==> src/rtl/if_id_queue.sv <==
// if_id_queue: two-entry fetch-to-decode instruction queue with flush and optional statistics
// Ports:
//   clk                 system clock, all state updates on the rising edge
//   rst                 synchronous active-low reset
//   if_PC_in/NPC/IR     fetched instruction PC, PC+4 and instruction word
//   if_valid_inst_in    fetch slot holds a real instruction
//   d_hazard_detected   decode cannot accept the head entry this cycle
//   ex_branch_take      flush request from execute, beats push and pop
//   id_*_out            head entry (zero when empty), id_valid_inst_out = non-empty
//   ifq_full            two entries held, fetch must hold its PC
//   ifq_flush_cnt       flush cycles seen (IFQ_STATS_EN), else 0
//   ifq_stall_cnt       stalled valid head cycles (IFQ_STATS_EN), else 0
// Build option: define IFQ_STATS_EN to enable the saturating statistics counters.
module if_id_queue (
  input  logic        clk,
  input  logic        rst,
  input  logic [31:0] if_PC_in,
  input  logic [31:0] if_NPC_in,
  input  logic [31:0] if_IR_in,
  input  logic        if_valid_inst_in,
  input  logic        d_hazard_detected,
  input  logic        ex_branch_take,
  output logic [31:0] id_PC_out,
  output logic [31:0] id_NPC_out,
  output logic [31:0] id_IR_out,
  output logic        id_valid_inst_out,
  output logic        ifq_full,
  output logic [15:0] ifq_flush_cnt,
  output logic [15:0] ifq_stall_cnt
);
  // the state encoding doubles as the occupancy count
  typedef enum logic [1:0] {EMPTY = 2'd0, ONE = 2'd1, FULL = 2'd2} state_t;
  state_t state_q, state_d;
  logic [1:0][31:0] pc_q, pc_d, npc_q, npc_d, ir_q, ir_d;
  logic head_q, head_d, tail_q, tail_d;
  logic push, pop;
  assign id_valid_inst_out = state_q != EMPTY;
  assign ifq_full = state_q == FULL;
  assign id_PC_out = id_valid_inst_out ? pc_q[head_q] : 32'd0;
  assign id_NPC_out = id_valid_inst_out ? npc_q[head_q] : 32'd0;
  assign id_IR_out = id_valid_inst_out ? ir_q[head_q] : 32'd0;
  assign push = if_valid_inst_in & ~ifq_full & ~ex_branch_take;
  assign pop = id_valid_inst_out & ~d_hazard_detected & ~ex_branch_take;
  always_comb begin
    pc_d = pc_q;
    npc_d = npc_q;
    ir_d = ir_q;
    head_d = pop ? ~head_q : head_q;
    tail_d = push ? ~tail_q : tail_q;
    state_d = state_q;
    if (push) begin
      pc_d[tail_q] = if_PC_in;
      npc_d[tail_q] = if_NPC_in;
      ir_d[tail_q] = if_IR_in;
    end
    case (state_q)
      EMPTY:   state_d = push ? ONE : EMPTY;
      ONE:     state_d = (push & ~pop) ? FULL : (pop & ~push) ? EMPTY : ONE;
      FULL:    state_d = pop ? ONE : FULL;
      default: state_d = EMPTY;
    endcase
    // a flush drops every entry; stale storage is masked by the empty state
    if (ex_branch_take) begin
      state_d = EMPTY;
      head_d = 1'b0;
      tail_d = 1'b0;
    end
  end
  always_ff @(posedge clk) begin
    if (!rst) begin
      state_q <= EMPTY;
      head_q <= 1'b0;
      tail_q <= 1'b0;
      pc_q <= '0;
      npc_q <= '0;
      ir_q <= '0;
    end else begin
      state_q <= state_d;
      head_q <= head_d;
      tail_q <= tail_d;
      pc_q <= pc_d;
      npc_q <= npc_d;
      ir_q <= ir_d;
    end
  end
`ifdef IFQ_STATS_EN
  logic [15:0] flush_cnt_q, flush_cnt_d, stall_cnt_q, stall_cnt_d;
  always_comb begin
    flush_cnt_d = (ex_branch_take && flush_cnt_q != 16'hFFFF) ? flush_cnt_q + 16'd1 : flush_cnt_q;
    stall_cnt_d = (id_valid_inst_out && d_hazard_detected && stall_cnt_q != 16'hFFFF) ? stall_cnt_q + 16'd1 : stall_cnt_q;
  end
  always_ff @(posedge clk) begin
    if (!rst) begin
      flush_cnt_q <= '0;
      stall_cnt_q <= '0;
    end else begin
      flush_cnt_q <= flush_cnt_d;
      stall_cnt_q <= stall_cnt_d;
    end
  end
  assign ifq_flush_cnt = flush_cnt_q;
  assign ifq_stall_cnt = stall_cnt_q;
`else
  assign ifq_flush_cnt = 16'd0;
  assign ifq_stall_cnt = 16'd0;
`endif
endmodule

==> config.mk <==
export PLATFORM = sky130hd
export DESIGN_NAME = if_id_queue
export DESIGN_NICKNAME = d
export VERILOG_FILES = /design/src/rtl/if_id_queue.sv
export SDC_FILE = /design/constraint.sdc
export NUM_CORES = 1
export LEC_CHECK = 0
export BUFFER_PORTS_ARGS = -buffer_cell sky130_fd_sc_hd__clkbuf_2
export CAP_MARGIN = 20
export CORE_ASPECT_RATIO = 0.7
export CORE_MARGIN = 5
export CORE_UTILIZATION = 53
export CTS_CLUSTER_DIAMETER = 40
export DETAILED_ROUTE_END_ITERATION = 16
export GPL_ROUTABILITY_DRIVEN = 1
export PLACE_DENSITY = 0.81
export SYNTH_ARGS = -nofsm -noshare
export SYNTH_HDL_FRONTEND = slang
export SYNTH_SLANG_ARGS = --single-unit
==> constraint.sdc <==
create_clock -name clk -period 1.6 [get_ports clk]
set_clock_uncertainty 0.05 [all_clocks]
set_input_delay 0.16 -clock clk [delete_from_list [all_inputs] [get_ports clk]]
set_output_delay 0.16 -clock clk [all_outputs]
set_load 0.05 [all_outputs]
==> results_tabular.tex <==
\begin{tabular}{lr}
\hline
Metric & Value \\
\hline
\multicolumn{2}{l}{\textbf{Run status}} \\
\quad Run status & complete, but fails checks \\
\quad Violations in the final reports & setup timing \\
\multicolumn{2}{l}{\textbf{Critical path}} \\
\quad Worst path required time & 1.39 ns \\
\quad Highest net fanout along the worst path & 8 \\
\quad Startpoint Class & register \\
\quad Critical Path AT & 1.76 ns \\
\quad Worst Setup End Kind & primary output \\
\quad Crit Path Category & register to primary output \\
\multicolumn{2}{l}{\textbf{Detailed routing}} \\
\quad Antenna-violating nets left & 0 \\
\quad Via/cell ratio & 5.92 \\
\quad Via Count & 9396 \\
\quad Total wire length after detailed routing & 41500 microns \\
\quad DRC errors left & 0 \\
\quad DRT Pass-1 Iters & 5 \\
\quad Mean routed wirelength per cell & 26.2 microns \\
\quad First DRT Iteration DRCs & 1094 \\
\multicolumn{2}{l}{\textbf{CTS}} \\
\quad Longest Clk Path Bufs & 2 \\
\quad Clk sinks & 196 \\
\quad Clock tree root driver cell & sky130\_fd\_sc\_hd\_\_clkbuf\_16 \\
\quad Clock insertion delay at the later pin of the skew report & 0.44 ns \\
\quad Inserted Clock Buffers & 17 \\
\quad CTS tree & done \\
\quad CTS H-tree depth & 4 \\
\quad Clock transition at path regs & 0.08 ns \\
\multicolumn{2}{l}{\textbf{Logic synthesis}} \\
\quad Post-synthesis instance area & 9050 sq um \\
\quad Leading cell types by total area after synthesis & sky130\_fd\_sc\_hd\_\_dfxtp\_1 (43\%), sky130\_fd\_sc\_hd\_\_mux2i\_1 (32\%), sky130\_fd\_sc\_hd\_\_nand2\_1 (12\%) \\
\quad Async SR Flop Fraction & 0\% \\
\quad Synthesized flop and latch total & 196 \\
\quad Count of mapped cells out of synthesis & 998 \\
\quad Most frequent cell after synthesis & sky130\_fd\_sc\_hd\_\_nand2\_1 \\
\quad Yosys warning total & 0 \\
\quad Most frequent cells after synthesis & sky130\_fd\_sc\_hd\_\_nand2\_1 (290), sky130\_fd\_sc\_hd\_\_mux2i\_1 (288), sky130\_fd\_sc\_hd\_\_dfxtp\_1 (196) \\
\quad EDFF count, synth & 0 \\
\quad Area share of the largest cell type after synthesis & 43.3\% \\
\quad Library cell with the largest summed area after synthesis & sky130\_fd\_sc\_hd\_\_dfxtp\_1 \\
\quad Average size of a mapped cell & 9.07 sq um \\
\quad Share of the yosys chip area belonging to registers & 43.3\% \\
\quad Top\_reg\_cell synth & sky130\_fd\_sc\_hd\_\_dfxtp\_1 \\
\quad Distinct cell type count of the synthesized netlist & 23 \\
\multicolumn{2}{l}{\textbf{STA}} \\
\quad Final critical delay including setup and external delays & 1.97 ns \\
\quad Pins Over Slew Limit & 0 \\
\quad Final worst setup slack & -0.374 ns \\
\quad Max Freq & 507 MHz \\
\quad Final count of hold timing violations & 0 \\
\quad Final clock period utilization by the worst path & 123\% \\
\quad Number of failing setup endpoints in the final timing report & 275 \\
\quad Sum of negative setup slack & -43.93 ns \\
\quad RSZ-0062 raised after global routing & yes \\
\multicolumn{2}{l}{\textbf{Place}} \\
\quad Final HPWL from detailed placement & 14900 microns \\
\quad Weighted congestion reported at the end of routability-driven placement & 0.787 \\
\quad Worst slack, placed & -0.0737 ns \\
\quad Post-placement cell area & 10700 sq um \\
\quad Number of I/O port buffers & 198 \\
\multicolumn{2}{l}{\textbf{Finish}} \\
\quad Post-route standard cell area excluding fillers & 15600 sq um \\
\quad Area overhead of the layout relative to synthesis & 71.9\% \\
\quad Share of cells above drive strength 1 & 39.0\% \\
\quad Antenna cell count & 0 \\
\quad Net count reported at finish & 1443 \\
\multicolumn{2}{l}{\textbf{Floorplanning}} \\
\quad Core region area & 17000 sq um \\
\quad Starting density of the core & 53.4\% \\
\quad Area of the die & 19800 sq um \\
\quad Num ports & 231 \\
\quad Die extent in y & 119 microns \\
\quad Number of rows in the core area & 40 \\
\quad Die X-Extent & 166 microns \\
\multicolumn{2}{l}{\textbf{Global routing}} \\
\quad Number of global-route vias before repair & 8950 \\
\quad Antenna violations before repair & 0 \\
\quad Wire length of the first global-routing pass & 48600 microns \\
\quad Maximum number of pins on one net before global-route repair & 49 \\
\quad Remaining Overflow, GRT & 0 \\
\quad Global router's overall resource usage & 30.4\% \\
\multicolumn{2}{l}{\textbf{Pwr}} \\
\quad Maximum ir drop on the vdd rail & 778 uV \\
\quad Power density relative to cell area & 802 nW/um\^{}2 \\
\quad Reported leakage power & 6.48 nW \\
\multicolumn{2}{l}{\textbf{Worst hold path}} \\
\quad HP Class & primary input to register \\
\multicolumn{2}{l}{\textbf{Run}} \\
\quad MaxCap Viol Count & 0 \\
\hline
\end{tabular}
==> final timing paths <==
path	start	depth (start not counted)	slack, ns	to
worst max-delay path	head_q	5	-0.37	id_IR_out[8]
worst min-delay path	ex_branch_take	3	0.04	state_q[0]
worst max register to register	state_q[0]	8	-0.25	pc_q[37]
worst min register to register	pc_q[2]	2	0.42	pc_q[2]
==> state kept, by name, summed over array words and instances, names as in the netlist <==
signal,flops
ir_q,64
state_q,2
npc_q,64
tail_q,1
pc_q,64
head_q,1
==> layout make-up <==
type | count | area, sq um
Inverter | 3 | 16.3
Sequential cell | 196 | 3940
Fill cell | 519 | 1400
Timing Repair Buffer | 401 | 4780
Multi-Input combinational cell | 723 | 5870
Clock buffer | 21 | 492
Clock inverter | 11 | 191
Tap cell | 231 | 289
==> per-stage QoR <==
| stage | hold WS [ns] | utilization [%] | std cells | power (W) |
|---|---|---|---|---|
| floorplan | 0.226 | - | 1029 | 0.00623 |
| global placement | 0.370 | 63.1 | 1390 | 0.00652 |
| detailed placement | 0.379 | 63.1 | 1390 | 0.00654 |
| CTS | 0.0123 | 84.2 | 1557 | 0.0119 |
| global route | 0.0551 | 91.7 | 1586 | 0.0127 |
| finish | 0.0431 | 91.7 | 1586 | 0.0125 |
==> where the power goes <==
group / leakage (nW) / total [W] / switching (W) / internal (W)
combinational: 4.54 / 0.00221 / 0.00120 / 0.00101
sequential: 1.59 / 0.00520 / 0.000171 / 0.00503
clock: 0.339 / 0.00506 / 0.00205 / 0.00301
==> cell families (layout without fill, tap and decap cells) <==
kind of cell | after synthesis | after routing | synth area share, %
compound gates | 7 | 7 | 0.442
buf+inv | 110 | 436 | 7.53
mux | 288 | 288 | 31.8
other cells | 1 | 32 | 0.0414
flops | 196 | 196 | 43.3
xor+xnor | 1 | 1 | 0.0968
simple gates | 395 | 395 | 16.7
==> per-layer routing <==
layer  global-route usage (%)  routed length, microns  vias to the layer above
li1                         -                       -                     3915
met1                     35.0                   14100                     4517
met2                     54.4                   20800                      713
met3                     7.20                    3440                      251
met4                     13.0                    3180                        0
met5                        0                       0                        -
==> placed cells by master, fill, tap and decap left out, types with 5 or more instances in the layout <==
| cell | count |
|---|---|
| sky130_fd_sc_hd__dlygate4sd3_1 | 99 |
| sky130_fd_sc_hd__nor2_4 | 41 |
| sky130_fd_sc_hd__dfxtp_1 | 193 |
| sky130_fd_sc_hd__clkbuf_8 | 21 |
| sky130_fd_sc_hd__conb_1 | 32 |
| sky130_fd_sc_hd__buf_16 | 13 |
| sky130_fd_sc_hd__buf_8 | 67 |
| sky130_fd_sc_hd__nor2_2 | 49 |
| sky130_fd_sc_hd__mux2i_2 | 39 |
| sky130_fd_sc_hd__nand2_1 | 290 |
| sky130_fd_sc_hd__buf_12 | 41 |
| sky130_fd_sc_hd__clkbuf_2 | 99 |
| sky130_fd_sc_hd__buf_6 | 35 |
| sky130_fd_sc_hd__clkbuf_16 | 32 |
| sky130_fd_sc_hd__mux2i_4 | 56 |
| sky130_fd_sc_hd__buf_4 | 15 |
| sky130_fd_sc_hd__bufinv_16 | 5 |
| sky130_fd_sc_hd__nor2_1 | 7 |
| sky130_fd_sc_hd__mux2i_1 | 193 |
==> critical path: stages, from the launching register on <==
cell and delay (ns):
sky130_fd_sc_hd__dfxtp_4 0.42, sky130_fd_sc_hd__buf_12 0.15, sky130_fd_sc_hd__buf_16 0.17, sky130_fd_sc_hd__mux2i_2 0.30, sky130_fd_sc_hd__nor2_4 0.07, sky130_fd_sc_hd__buf_4 0.20
==> what timing repair did <==
item | in CTS | in global routing
hold buffers | 99 | 0
pin swaps | 5 | 23
setup endpoints to repair | 190 | 267
cloned | 12 | 20
resized for setup | 290 | 257
endpoints found under the hold margin | 194 | 0
buffers inserted | 24 | 16
No activity file was read; power rests on OpenSTA's default activity.
